$ cat src/rtl/divider_restoring_asmd_pkg.sv
// Shared definitions for the restoring divider: state encoding, default word
// width and counter sizing.
package divider_restoring_asmd_pkg;

  localparam int L_WORD_DEFAULT = 4;

  typedef enum logic [1:0] {
    S_idle  = 2'd0,
    S_shift = 2'd1,
    S_sub   = 2'd2
  } state_t;

  // Iteration counter must hold 0 .. L_word-1 with one spare bit.
  function automatic int cnt_width(input int l_word);
    return $clog2(l_word) + 1;
  endfunction

endpackage

$ cat src/rtl/divider_datapath_unit.sv
// Restoring-division datapath: partial remainder R, quotient/low-dividend Q,
// divisor D and iteration counter, stepped by Load/Shift/Sub strobes.
module divider_datapath_unit
  import divider_restoring_asmd_pkg::*;
#(
  parameter int L_word = L_WORD_DEFAULT
) (
  input  logic                  clk,
  input  logic                  reset,
  input  logic                  Load,
  input  logic                  Shift,
  input  logic                  Sub,
  input  logic [2*L_word-1:0]   dividend,
  input  logic [L_word-1:0]     divisor,
  output logic                  last,
  output logic [L_word-1:0]     q_fin,
  output logic [L_word-1:0]     r_fin
);

  localparam int CW = cnt_width(L_word);

  // R is one bit wider than D so the left shift never loses the top bit.
  logic [L_word:0]   r;
  logic [L_word-1:0] q;
  logic [L_word-1:0] d;
  logic [CW-1:0]     cnt;

  logic              ge;
  logic [L_word:0]   r_after;

  assign ge      = r >= {1'b0, d};
  assign r_after = ge ? r - {1'b0, d} : r;
  assign q_fin   = {q[L_word-1:1], ge};
  assign r_fin   = r_after[L_word-1:0];
  assign last    = cnt == CW'(L_word - 1);

  // NOTE: clocked state uses non-blocking assignments so every register
  // samples the pre-edge values of its neighbours, as the hardware does.
  always_ff @(posedge clk or posedge reset) begin
    if (reset) begin
      r   <= '0;
      q   <= '0;
      d   <= '0;
      cnt <= '0;
    end else if (Load) begin
      r   <= {1'b0, dividend[2*L_word-1:L_word]};
      q   <= dividend[L_word-1:0];
      d   <= divisor;
      cnt <= '0;
    end else if (Shift) begin
      {r, q} <= {r[L_word-1:0], q, 1'b0};
    end else if (Sub) begin
      r   <= r_after;
      q   <= q_fin;
      cnt <= cnt + 1'b1;
    end
  end

endmodule

$ cat src/rtl/divider_restoring_asmd.sv
// Sequential restoring divider (ASMD style): 2*L_word by L_word unsigned,
// rejects divide-by-zero and quotient overflow in a single idle cycle.
module divider_restoring_asmd
  import divider_restoring_asmd_pkg::*;
#(
  parameter int L_word = L_WORD_DEFAULT
) (
  input  logic                  clk,
  input  logic                  reset,
  input  logic                  Start,
  input  logic [2*L_word-1:0]   dividend,
  input  logic [L_word-1:0]     divisor,
  output logic [L_word-1:0]     quotient,
  output logic [L_word-1:0]     remainder,
  output logic                  Ready,
  output logic                  Div_zero,
  output logic                  Overflow
);

  state_t            state, state_next;
  logic              load, shift, sub, last;
  logic              div_is_zero, quot_ovf;
  logic [L_word-1:0] q_fin, r_fin;

  // Quotient fits in L_word bits only if the upper dividend half is below D.
  assign div_is_zero = divisor == '0;
  assign quot_ovf    = dividend[2*L_word-1:L_word] >= divisor;
  assign Ready       = state == S_idle;

  divider_datapath_unit #(.L_word(L_word)) u_datapath (
    .clk      (clk),
    .reset    (reset),
    .Load     (load),
    .Shift    (shift),
    .Sub      (sub),
    .dividend (dividend),
    .divisor  (divisor),
    .last     (last),
    .q_fin    (q_fin),
    .r_fin    (r_fin)
  );

  always_ff @(posedge clk or posedge reset) begin
    if (reset) state <= S_idle;
    else       state <= state_next;
  end

  // NOTE: every output of this block gets a default first, so no path can
  // leave one unassigned and infer a latch.
  always_comb begin
    state_next = state;
    load       = 1'b0;
    shift      = 1'b0;
    sub        = 1'b0;
    case (state)
      S_idle: begin
        if (Start && !div_is_zero && !quot_ovf) begin
          load       = 1'b1;
          state_next = S_shift;
        end
      end
      S_shift: begin
        shift      = 1'b1;
        state_next = S_sub;
      end
      S_sub: begin
        sub        = 1'b1;
        state_next = last ? S_idle : S_shift;
      end
      default: state_next = S_idle;
    endcase
  end

  // Visible results change only on a rejected request or on completion.
  always_ff @(posedge clk or posedge reset) begin
    if (reset) begin
      quotient  <= '0;
      remainder <= '0;
      Div_zero  <= 1'b0;
      Overflow  <= 1'b0;
    end else begin
      case (state)
        S_idle: begin
          if (Start) begin
            if (div_is_zero) begin
              Div_zero  <= 1'b1;
              Overflow  <= 1'b0;
              quotient  <= '0;
              remainder <= '0;
            end else if (quot_ovf) begin
              Div_zero  <= 1'b0;
              Overflow  <= 1'b1;
              quotient  <= '0;
              remainder <= '0;
            end else begin
              Div_zero <= 1'b0;
              Overflow <= 1'b0;
            end
          end
        end
        S_sub: begin
          if (last) begin
            quotient  <= q_fin;
            remainder <= r_fin;
          end
        end
        default: ;
      endcase
    end
  end

endmodule

$ cat config.mk
export PLATFORM = sky130hd
export DESIGN_NAME = divider_restoring_asmd
export DESIGN_NICKNAME = d
export VERILOG_FILES = /design/src/rtl/divider_restoring_asmd_pkg.sv /design/src/rtl/divider_datapath_unit.sv /design/src/rtl/divider_restoring_asmd.sv
export SDC_FILE = /design/constraint.sdc
export NUM_CORES = 1
export LEC_CHECK = 0
export ABC_AREA = 1
export BUFFER_PORTS_ARGS = -buffer_cell sky130_fd_sc_hd__buf_2
export CAP_MARGIN = 15
export CORE_MARGIN = 8
export CORE_UTILIZATION = 50
export CTS_CLUSTER_DIAMETER = 30
export CTS_CLUSTER_SIZE = 28
export DETAILED_ROUTE_END_ITERATION = 7
export GPL_ROUTABILITY_DRIVEN = 0
export PLACE_DENSITY = 0.74
export SLEW_MARGIN = 10
export SYNTH_ARGS = -nofsm -noshare
export SYNTH_HDL_FRONTEND = slang
export SYNTH_HIERARCHICAL = 1
export SYNTH_SLANG_ARGS = --single-unit
$ cat constraint.sdc
create_clock -name clk -period 3.44 [get_ports clk]
set_input_delay 0.516 -clock clk [delete_from_list [all_inputs] [get_ports clk]]
set_output_delay 0.516 -clock clk [all_outputs]
set_load 0.05 [all_outputs]
==> metrics.md, run 1 <==
| Metric | Value |
|---|---|
| 1st-pass router iterations | `4` |
| Worst-Margin Slew | `655 ps` |
| PwrDens | `1100 nW/um^2` |
| Critical R2R Launch | `state[1]` |
| Final min period | `2090 ps` |
| Cell depth of the worst setup path | `14` |
| Max-cap viol count | `0` |
| Area delta synth->final | `9.89%` |
| Flops & latches, synth | `28` |
| DR vias | `1,511` |
| First-pass GRT wire length | `6440 um` |
| # port buffers | `25` |
| Switching part of the total power | `53.1%` |
| CP Data Arrival Time | `2340 ps` |
| Pre-CTS setup slack | `989 ps` |
| Placed cells | `298` |
| EDFF count, synth | `0` |
| Yosys cell types | `31` |
| Rel. slew slack | `56.3%` |
| # H-tree levels | `1` |
| Root Buffer | `clkbuf_4` |
| Register area share after synthesis | `39.3%` |
| Element type at the critical path start | `input port` |
| Vias in the first global route | `1,402` |
| Status | `completed` |
| WL/cell | `12.4 um` |
| Power, Total | `2.15 mW` |
| HP Class | `in2async` |
| Primary FF master, synth | `dfrtp_1` |
| CTS tree | `yes` |
| Max incr delay on CP | `280 ps` |
| Setup TNS | `0 ps` |
| Dpl hpwl | `3010 um` |
| Post-synth top area share | `39.3%` |
| RSZ-0062 raised after global routing | `no` |
| Initial Util | `52.6%` |
| Syn Area/Cell | `7.65 sq um` |
| R2R setup slack | `1400 ps` |
| CP max stage cell | `ha_1` |
| DR iter-0 viols | `32` |
| Total global-route track usage | `14.4%` |
| Core Util, Final | `57.8%` |
| Reg2reg path depth | `13` |
| CP cell instances | `buf_2 > inv_1 > ha_1 > a21oi_1 > nand2_1 > nor2_1 > buf_4 > inv_2 > nand2_1 > inv_1 > nand2_1 > o21ai_1 > nand2_1 > nand2_1` |
| Cell mode on critical path | `nand2_1` |
| Crit path capture type | `flop` |
| Setup WS post-layout | `1350 ps` |
| Yosys top cell by area | `dfrtp_1` |
| Post-Syn Area | `1780 sq um` |
| Core area | `3390 sq um` |
| Final setup fails | `0` |
| GRT Max-Usage Layer | `met2` |
| Clk sinks | `28` |
| P_leak | `1.11 nW` |
| Final ANT Viol Nets | `0` |
| Chip width | `75.7 um` |
| Met1 Track Usage GR | `20.0%` |
| Die footprint | `5730 sq um` |
| Clock slew at reported path FFs | `150 ps` |
| Required @ worst endpoint | `3690 ps` |
| Synth cell count leaders | `nand2_1, inv_1, dfrtp_1, nand3_1, nor2_1` |
| Yosys warning count | `6` |
| Initial antenna violation count | `0` |
| Critical path peak fanout | `17` |
| Sw Pwr | `1.14 mW` |
| Most common cell in the netlist | `nand2_1` |
| Area contributors post-synth | `dfrtp_1, nand2_1, ha_1` |
| Met3 Track Usage GR | `2.89%` |
| CTS max path bufs | `2` |
| Ports | `26` |
| RR Endpoint | `u_datapath/r[4]` |
| Final #Nets | `283` |
| Syn nets | `259` |
| Share of cells above drive strength 1 | `20.3%` |
| Clock skew | `10.6 ps` |
| Share of synthesized registers carrying an async set or reset | `100%` |
| Drc violations | `0` |
| Row cnt | `21` |
| Pint | `1.01 mW` |
| Fin. max-slew vios | `0` |
| Post-route insts no fill | `302` |
| Register share of total power | `27.1%` |
| Met2 Use GR | `22.2%` |
| Chip height | `75.7 um` |
| Worst vdd ir | `571 uV` |
| Cell count after synthesis | `233` |
| Clock power frac | `7.5%` |
| Postcts setup bufs | `0` |
| Top delay family on crit path | `buffers and inverters` |
| Number of vias per cell | `5.00` |
| Largest net degree at the start of global routing | `18` |
| Drt total wl | `3740 um` |
| F_max | `0.479 GHz` |
| Latest clock arrival within the worst-skew pair | `340 ps` |
| CTS Hold Bufs | `0` |
| Final hold violations | `0` |
| Final period util | `60.7%` |
| Resized cells post-CTS | `0` |
| WP buf/inv | `5` |
| GR Overflow Total | `0` |
| WS Path Type | `in2reg` |
| Num CTS Buffers | `3` |
| # diodes | `0` |
| Comb power frac | `65.3%` |
[placed cells by master, fill, tap and decap left out]
| cell type | n |
|---|---|
| buf_2 | 25 |
| clkbuf_4 | 3 |
| nand2_4 | 4 |
| and2_1 | 2 |
| nand4_1 | 1 |
| o21ai_0 | 5 |
| a21oi_2 | 1 |
| nor2_2 | 3 |
| a21oi_4 | 1 |
| nor2_4 | 1 |
| ha_1 | 10 |
| a221oi_1 | 4 |
| inv_1 | 33 |
| nand2_1 | 61 |
| clkbuf_8 | 1 |
| and2_2 | 1 |
| a21oi_1 | 10 |
| nor2_1 | 21 |
| o21ai_1 | 1 |
| dfrtp_1 | 28 |
| a22oi_1 | 1 |
| buf_4 | 1 |
| nand3_1 | 22 |
| o32ai_1 | 1 |
| nand3b_1 | 1 |
| inv_2 | 6 |
| fa_1 | 1 |
| nand2_2 | 4 |
| o22ai_1 | 1 |
| xnor2_1 | 1 |
| nand3_4 | 1 |
[metrics by stage]
stage | hold slack (ps) | area [sq um]
5_1_grt | 182 | 1960
4_1_cts | 178 | 1960
3_3_place_gp | 449 | 1920
2_1_floorplan | 381 | 1780
3_5_place_dp | 454 | 1920
6_report | 158 | 1960
[flip-flops by register name (all words and copies together) (netlist names)]
name and flops:
state 2, Overflow 1, u_datapath/d 4, remainder 4
u_datapath/cnt 3, u_datapath/r 5, quotient 4, u_datapath/q 4
Div_zero 1
[worst max path at each step]
stage,from,end
floorplan,divisor[3],u_datapath/r[3]
global placement,divisor[3],u_datapath/r[3]
detailed placement,divisor[3],u_datapath/r[4]
CTS,divisor[3],u_datapath/r[4]
global route,dividend[4],u_datapath/r[4]
finish,divisor[3],u_datapath/r[4]
[power groups by stage]
stage | clock network [mW] | logic (mW) | registers (mW)
floorplan | 0 | 1.03 | 0.724
global placement | 0 | 1.40 | 0.587
detailed placement | 0 | 1.41 | 0.589
CTS | 0.164 | 1.41 | 0.583
global route | 0.181 | 1.59 | 0.599
finish | 0.162 | 1.41 | 0.584
[routing by layer]
layer | vias up | part of all wire (%)
li1 | 778 | -
met1 | 687 | 50
met2 | 42 | 43
met3 | 4 | 5.9
met4 | 0 | 0.83
met5 | - | 0
[final cells by class]
class	instances	area, sq um
fillers	345	1430
multi-input cells	159	886
flip-flops and latches	28	701
inverters	39	146
repair buffers	26	133
well taps	46	57.6
clock buffers	4	36.3
[cell families after synthesis]
kind of cell,count (synthesis),synth area share (%)
adder cells (fa/ha/maj),11,8.14
AO/OA/AOI/OAI,25,9.12
buffers and inverters,46,11.0
AND/OR/NAND/NOR,122,31.9
flip-flops,28,39.3
XOR/XNOR,1,0.491
(Power assumes the default switching activity.)
==> inputs of run 2 (changes only) <==
- clock period: 3.44 -> 2 ns (I/O delays scaled with it)
==> run 2 against run 1 <==
Net effect: clock skew up 5.7 ps; sequential share of layout area fell by 2.9 points; register-to-register slack got worse by 1300 ps; non-clock buffer count rose by 17; first-iteration DRC count is 110% higher; total power rose by 91%; clock-buffer cell count is 1 lower; core utilization grew 5.2 points; highest routed layer unchanged.
==> metrics.md, run 2 (synthesis gave the netlist of run 1 again) <==
| Metric | Value |
|---|---|
| # diodes | `0 (unchanged)` |
| Largest net degree at the start of global routing | `17 (was 18)` |
| Cell area after layout | `2130 sq um (was 1960 sq um)` |
| Final min period | `1910 ps` |
| Area delta synth->final | `19.7% (was 9.89%)` |
| GR Overflow Total | `0 (unchanged)` |
| CTS max path bufs | `2 (unchanged)` |
| Final hold violations | `0 (unchanged)` |
| Setup TNS | `0 ps (unchanged)` |
| Final period util | `95.3%` |
| Core Util, Final | `63.0% (was 57.8%)` |
| PwrDens | `1930 nW/um^2 (was 1100 nW/um^2)` |
| F_max | `0.525 GHz` |
| Required @ worst endpoint | `2220 ps (was 3690 ps)` |
| Clock skew | `16.3 ps (was 10.6 ps)` |
| Core area | `3390 sq um (unchanged)` |
| # H-tree levels | `1 (unchanged)` |
| Clock slew at reported path FFs | `160 ps (was 150 ps)` |
| Critical path peak fanout | `7 (was 17)` |
| Dpl hpwl | `3170 um (was 3010 um)` |
| Max-cap viol count | `0 (unchanged)` |
| Worst-Margin Slew | `669 ps (was 655 ps)` |
| Status | `completed (unchanged)` |
| Chip width | `75.7 um (unchanged)` |
| Fin. max-slew vios | `0 (unchanged)` |
| Max reg flops | `5 (unchanged)` |
| Row cnt | `21 (unchanged)` |
| WS Path Type | `reg2reg (was in2reg)` |
| Drc violations | `0 (unchanged)` |
| Die footprint | `5730 sq um (unchanged)` |
| Final #Nets | `300 (was 283)` |
| DR iter-0 viols | `68 (was 32)` |
| Root Buffer | `clkbuf_4 (unchanged)` |
| Clk sinks | `28 (unchanged)` |
| Vias in the first global route | `1,495 (was 1,402)` |
| Crit path capture type | `flop (unchanged)` |
| Latest clock arrival within the worst-skew pair | `340 ps (about the same)` |
| CTS tree | `yes (unchanged)` |
| Num CTS Buffers | `3 (unchanged)` |
| # port buffers | `25 (unchanged)` |
| Largest Register | `u_datapath/r (unchanged)` |
| Total global-route track usage | `15.0% (was 14.4%)` |
| Drt total wl | `4220 um (was 3740 um)` |
| Initial Util | `52.6% (unchanged)` |
| Element type at the critical path start | `flop (was input port)` |
| First-pass GRT wire length | `6540 um (was 6440 um)` |
| Share of cells above drive strength 1 | `27.8% (was 20.3%)` |
| WL/cell | `13.2 um (was 12.4 um)` |
| Placed inst area | `1990 sq um (was 1920 sq um)` |
| Final setup fails | `0 (unchanged)` |
| CP Data Arrival Time | `2130 ps (was 2340 ps)` |
| Filler cell count | `316 (was 345)` |
| Commonest cells after routing, fill and taps aside | `nand2_1, inv_1, dfrtp_1, buf_2, nand3_1 (unchanged)` |
| 1st-pass router iterations | `4 (unchanged)` |
| Final ANT Viol Nets | `0 (unchanged)` |
| DR vias | `1,608 (was 1,511)` |
| HP Class | `in2reg (was in2async)` |
| P_leak | `1.19 nW (was 1.11 nW)` |
| Chip height | `75.7 um (unchanged)` |
| Worst vdd ir | `1000 uV (was 571 uV)` |
| Rel. slew slack | `55.3% (was 56.3%)` |
| Leading cell type in the layout, fill and taps excluded | `nand2_1 (unchanged)` |
| Number of vias per cell | `5.04 (was 5.00)` |
| Initial antenna violation count | `0 (unchanged)` |
| Ports | `26 (unchanged)` |
run 2: cell types whose count changed in the layout (fill, tap and decap cells not counted), sizes merged:
cell	change
clkinvlp	+1
inv	-1
dlygate4sd3	+1
buf	+15
bufinv	+1
run 2: power by group:
part | total, mW | leakage (nW) | switching (mW) | internal (mW)
clock | 0.376 | 0.0279 | 0.173 | 0.203
sequential | 1.00 | 0.353 | 0.179 | 0.822
combinational | 2.74 | 0.810 | 1.74 | 0.992
total | 4.11 | 1.19 | 2.09 | 2.02
run 2: final timing paths:
| check | start | cells past startpoint | slack (ps) | to |
|---|---|---|---|---|
| setup / recovery | state[0] | 11 | 90 | u_datapath/cnt[0] |
| setup reg to reg | state[0] | 11 | 90 | u_datapath/cnt[0] |
| hold / removal | dividend[2] | 3 | 180 | u_datapath/q[2] |
| min in group asynchronous | reset | 3 | 490 | Div_zero |
| hold reg to reg | quotient[3] | 2 | 490 | quotient[3] |
| max in group asynchronous | reset | 3 | 980 | u_datapath/cnt[1] |
run 2: final cells by class:
class                      instances  area [sq um]  share of cell area (%)
timing repair buffer              43           260                    12.2
tap                               46          57.6                    2.70
inverter                          39           150                    7.03
sequential                        28           702                    32.9
multi-input combinational        159           912                    42.7
clock inverter                     1          30.0                    1.41
clock buffer                       3          22.5                    1.06
run 2: metal layers:
metal / vias up / wire length, um / track usage, %
met4: 0 / 21 / 3.62
li1: 809 / - / -
met2: 61 / 2040 / 24.8
met1: 736 / 1890 / 19.4
met3: 2 / 266 / 3.29
met5: - / 0 / 0
run 2: worst max-delay path, stage by stage (launching register included):
cell and delay (ps):
dfrtp_1 450, nor2_4 160, inv_2 60, a21oi_4 160, nand2_2 120, nor2_4 140
inv_2 70, nand2_2 110, clkinvlp_4 160, clkbuf_2 180, a21oi_1 130, a21oi_1 60
run 2: stage by stage:
step	instances	power [mW]	hold WS, ps	setup slack [ps]
final	319	4.11	178	93.6
after global routing	319	4.46	166	-11.7
after CTS	312	3.92	170	56.3
after detailed placement	307	3.53	334	-82.8
after global placement	307	3.48	326	34.4
after floorplan	233	3.02	165	11.3
run 2: what timing repair did:
| item | in CTS | in global routing |
|---|---|---|
| hold endpoints to repair | 12 | 0 |
| pin swaps | 0 | 1 |
| gates resized for setup | 1 | 9 |
| hold buffers | 1 | 0 |
| setup buffers | 0 | 7 |
| setup endpoints to repair | 1 | 12 |
| cloned | 0 | 0 |
==> inputs of run 3 (changes only) <==
--- a/config.mk
+++ b/config.mk
@@ -17,2 +17,3 @@
 export PLACE_DENSITY = 0.74
+export SETUP_SLACK_MARGIN = 0.1
 export SLEW_MARGIN = 10
--- a/constraint.sdc
+++ b/constraint.sdc
@@ -3,2 +3,2 @@
 set_output_delay 0.3 -clock clk [all_outputs]
-set_load 0.05 [all_outputs]
+set_load 0.005 [all_outputs]
==> run 3 against run 2 <==
Net effect: setup slack better by 31 ps; non-clock buffer count increased by 1; via count grew 3.5%; sequential power is essentially flat; sequential share of layout area is 1.1 points lower; largest cell class unchanged; total power is 0.53% lower.
==> metrics.md, run 3 (synthesis gave the netlist of run 1 again) <==
| Metric | Value |
|---|---|
| Status | `completed (unchanged)` |
| Post-route insts no fill | `321 (was 319)` |
| WS Path Type | `reg2reg (unchanged)` |
| Drt total wl | `4390 um (was 4220 um)` |
| GR Overflow Total | `0 (unchanged)` |
| Root Buffer | `clkbuf_4 (unchanged)` |
| PwrDens | `1850 nW/um^2 (was 1930 nW/um^2)` |
| HP Class | `in2reg (unchanged)` |
| Num CTS Buffers | `3 (unchanged)` |
| Core area | `3390 sq um (unchanged)` |
| Fin. max-slew vios | `0 (unchanged)` |
| Placed cells | `307 (unchanged)` |
| Final hold violations | `0 (unchanged)` |
| Row cnt | `21 (unchanged)` |
| Drc violations | `0 (unchanged)` |
| Max-cap viol count | `0 (unchanged)` |
| Ports | `26 (unchanged)` |
| F_max | `0.533 GHz (was 0.525 GHz)` |
| Total global-route track usage | `15.3% (was 15.0%)` |
| Leading cell type in the layout, fill and taps excluded | `nand2_1 (unchanged)` |
| Vias in the first global route | `1,464 (was 1,495)` |
| DR vias | `1,664 (was 1,608)` |
| Final ANT Viol Nets | `0 (unchanged)` |
| Largest Register | `u_datapath/r (unchanged)` |
| DR iter-0 viols | `116 (was 68)` |
| Clk sinks | `28 (unchanged)` |
| CP Data Arrival Time | `2110 ps (was 2130 ps)` |
| Crit path capture type | `flop (unchanged)` |
| Chip width | `75.7 um (unchanged)` |
| Required @ worst endpoint | `2240 ps (was 2220 ps)` |
| Worst-Margin Slew | `674 ps (was 669 ps)` |
| Worst vdd ir | `950 uV (was 1000 uV)` |
| Share of cells above drive strength 1 | `31.3% (was 27.8%)` |
| # diodes | `0 (unchanged)` |
| Critical path peak fanout | `6 (was 7)` |
| Multi-input logic area | `968 sq um (was 912 sq um)` |
| CTS tree | `yes (unchanged)` |
| Die footprint | `5730 sq um (unchanged)` |
| Clock slew at reported path FFs | `150 ps (was 160 ps)` |
| Final #Nets | `302 (was 300)` |
| Final period util | `93.8% (was 95.3%)` |
| First-pass GRT wire length | `6670 um (was 6540 um)` |
| Largest net degree at the start of global routing | `17 (unchanged)` |
| P_leak | `1.21 nW (was 1.19 nW)` |
| Setup TNS | `0 ps (unchanged)` |
| # port buffers | `25 (unchanged)` |
| Element type at the critical path start | `flop (unchanged)` |
| Clock skew | `1.44 ps (was 16.3 ps)` |
| # H-tree levels | `1 (unchanged)` |
| Final min period | `1880 ps (was 1910 ps)` |
| Chip height | `75.7 um (unchanged)` |
| Filler cell count | `277 (was 316)` |
| Rel. slew slack | `55.0% (was 55.3%)` |
| CTS max path bufs | `2 (unchanged)` |
| Number of vias per cell | `5.18 (was 5.04)` |
| Core Util, Final | `65.2% (was 63.0%)` |
| Register area | `703 sq um (was 702 sq um)` |
| 1st-pass router iterations | `4 (unchanged)` |
| Hold depth | `3 (unchanged)` |
| RSZ-0062 raised after global routing | `no` |
| Reg2reg path depth | `10 (was 11)` |
| Commonest cells after routing, fill and taps aside | `nand2_1, inv_1, dfrtp_1, buf_2, nand3_1 (unchanged)` |
| Initial antenna violation count | `0 (unchanged)` |
| Max reg flops | `5 (unchanged)` |
| CP cell instances | `nor2_4 > inv_2 > a21oi_4 > nand2_2 > nor2_4 > inv_2 > nand2_4 > nor2_2 > a221oi_1 > a21oi_1 (was nor2_4 > inv_2 > a21oi_4 > nand2_2 > nor2_4 > inv_2 > nand2_2 > clkinvlp_4 > clkbuf_2 > a21oi_1 > a21oi_1)` |
| Dpl hpwl | `3170 um (about the same)` |
| WL/cell | `13.7 um (was 13.2 um)` |
| CP max stage cell | `dfrtp_2 (was dfrtp_1)` |
| Initial Util | `52.6% (unchanged)` |
| Latest clock arrival within the worst-skew pair | `340 ps (about the same)` |
| Final setup fails | `0 (unchanged)` |
| Max incr delay on CP | `460 ps (was 450 ps)` |
| Pre-CTS setup slack | `-44.2 ps (was -82.8 ps)` |
| Area delta synth->final | `23.9% (was 19.7%)` |
| Setup WS post-layout | `124 ps (was 93.6 ps)` |
run 3: where the power goes:
group	leakage, nW	switching [mW]	total (mW)	internal, mW
sequential	0.352	0.184	1.01	0.823
clock	0.0279	0.177	0.380	0.203
combinational	0.825	1.57	2.70	1.14
total	1.21	1.93	4.09	2.16
run 3: metrics by stage:
step	hold WS [ps]	instance area [sq um]	power (mW)
after floorplan	165	1780	2.72
after global placement	323	1990	3.17
after detailed placement	337	1990	3.20
after CTS	159	2060	3.63
after global routing	149	2210	4.43
final	157	2210	4.09
run 3: per-layer routing:
metal / up-vias / routed length (um) / global-route usage, %
met5: - / 0 / 0
met4: 0 / 46 / 4.48
met3: 5 / 299 / 1.97
met2: 59 / 2070 / 24.3
met1: 782 / 1980 / 21.1
li1: 818 / - / -
run 3: worst paths after layout:
| check | from | end | slack (ps) |
|---|---|---|---|
| max | state[1] | u_datapath/r[1] | 120 |
| min | dividend[2] | u_datapath/q[2] | 160 |
| max reg2reg | state[1] | u_datapath/r[1] | 120 |
| min reg2reg | quotient[0] | quotient[0] | 490 |
| max in group asynchronous | reset | u_datapath/r[2] | 940 |
| min in group asynchronous | reset | quotient[1] | 490 |
run 3: timing repair:
item                                    CTS  global route
endpoints found under the hold margin    12             0
endpoints found under the setup margin   12            14
resized for setup                         4            19
gates cloned                              0             1
hold buffers                              1             0
pin swaps                                 1             8
buffers inserted                          0             8
run 3: final cells by class:
| type | instances | area share, % |
|---|---|---|
| Inverter | 39 | 6.80 |
| Sequential cell | 28 | 31.8 |
| Multi-Input combinational cell | 159 | 43.8 |
| Clock inverter | 1 | 1.36 |
| Clock buffer | 3 | 1.02 |
| Timing Repair inverter | 1 | 0.340 |
| Tap cell | 46 | 2.60 |
| Timing Repair Buffer | 44 | 12.2 |
run 3: worst max-delay path, delay by kind of cell (launching register included):
kind	cells	cell delay [ps]
simple gates	5	600
compound gates	3	590
flops	1	460
buf+inv	2	120
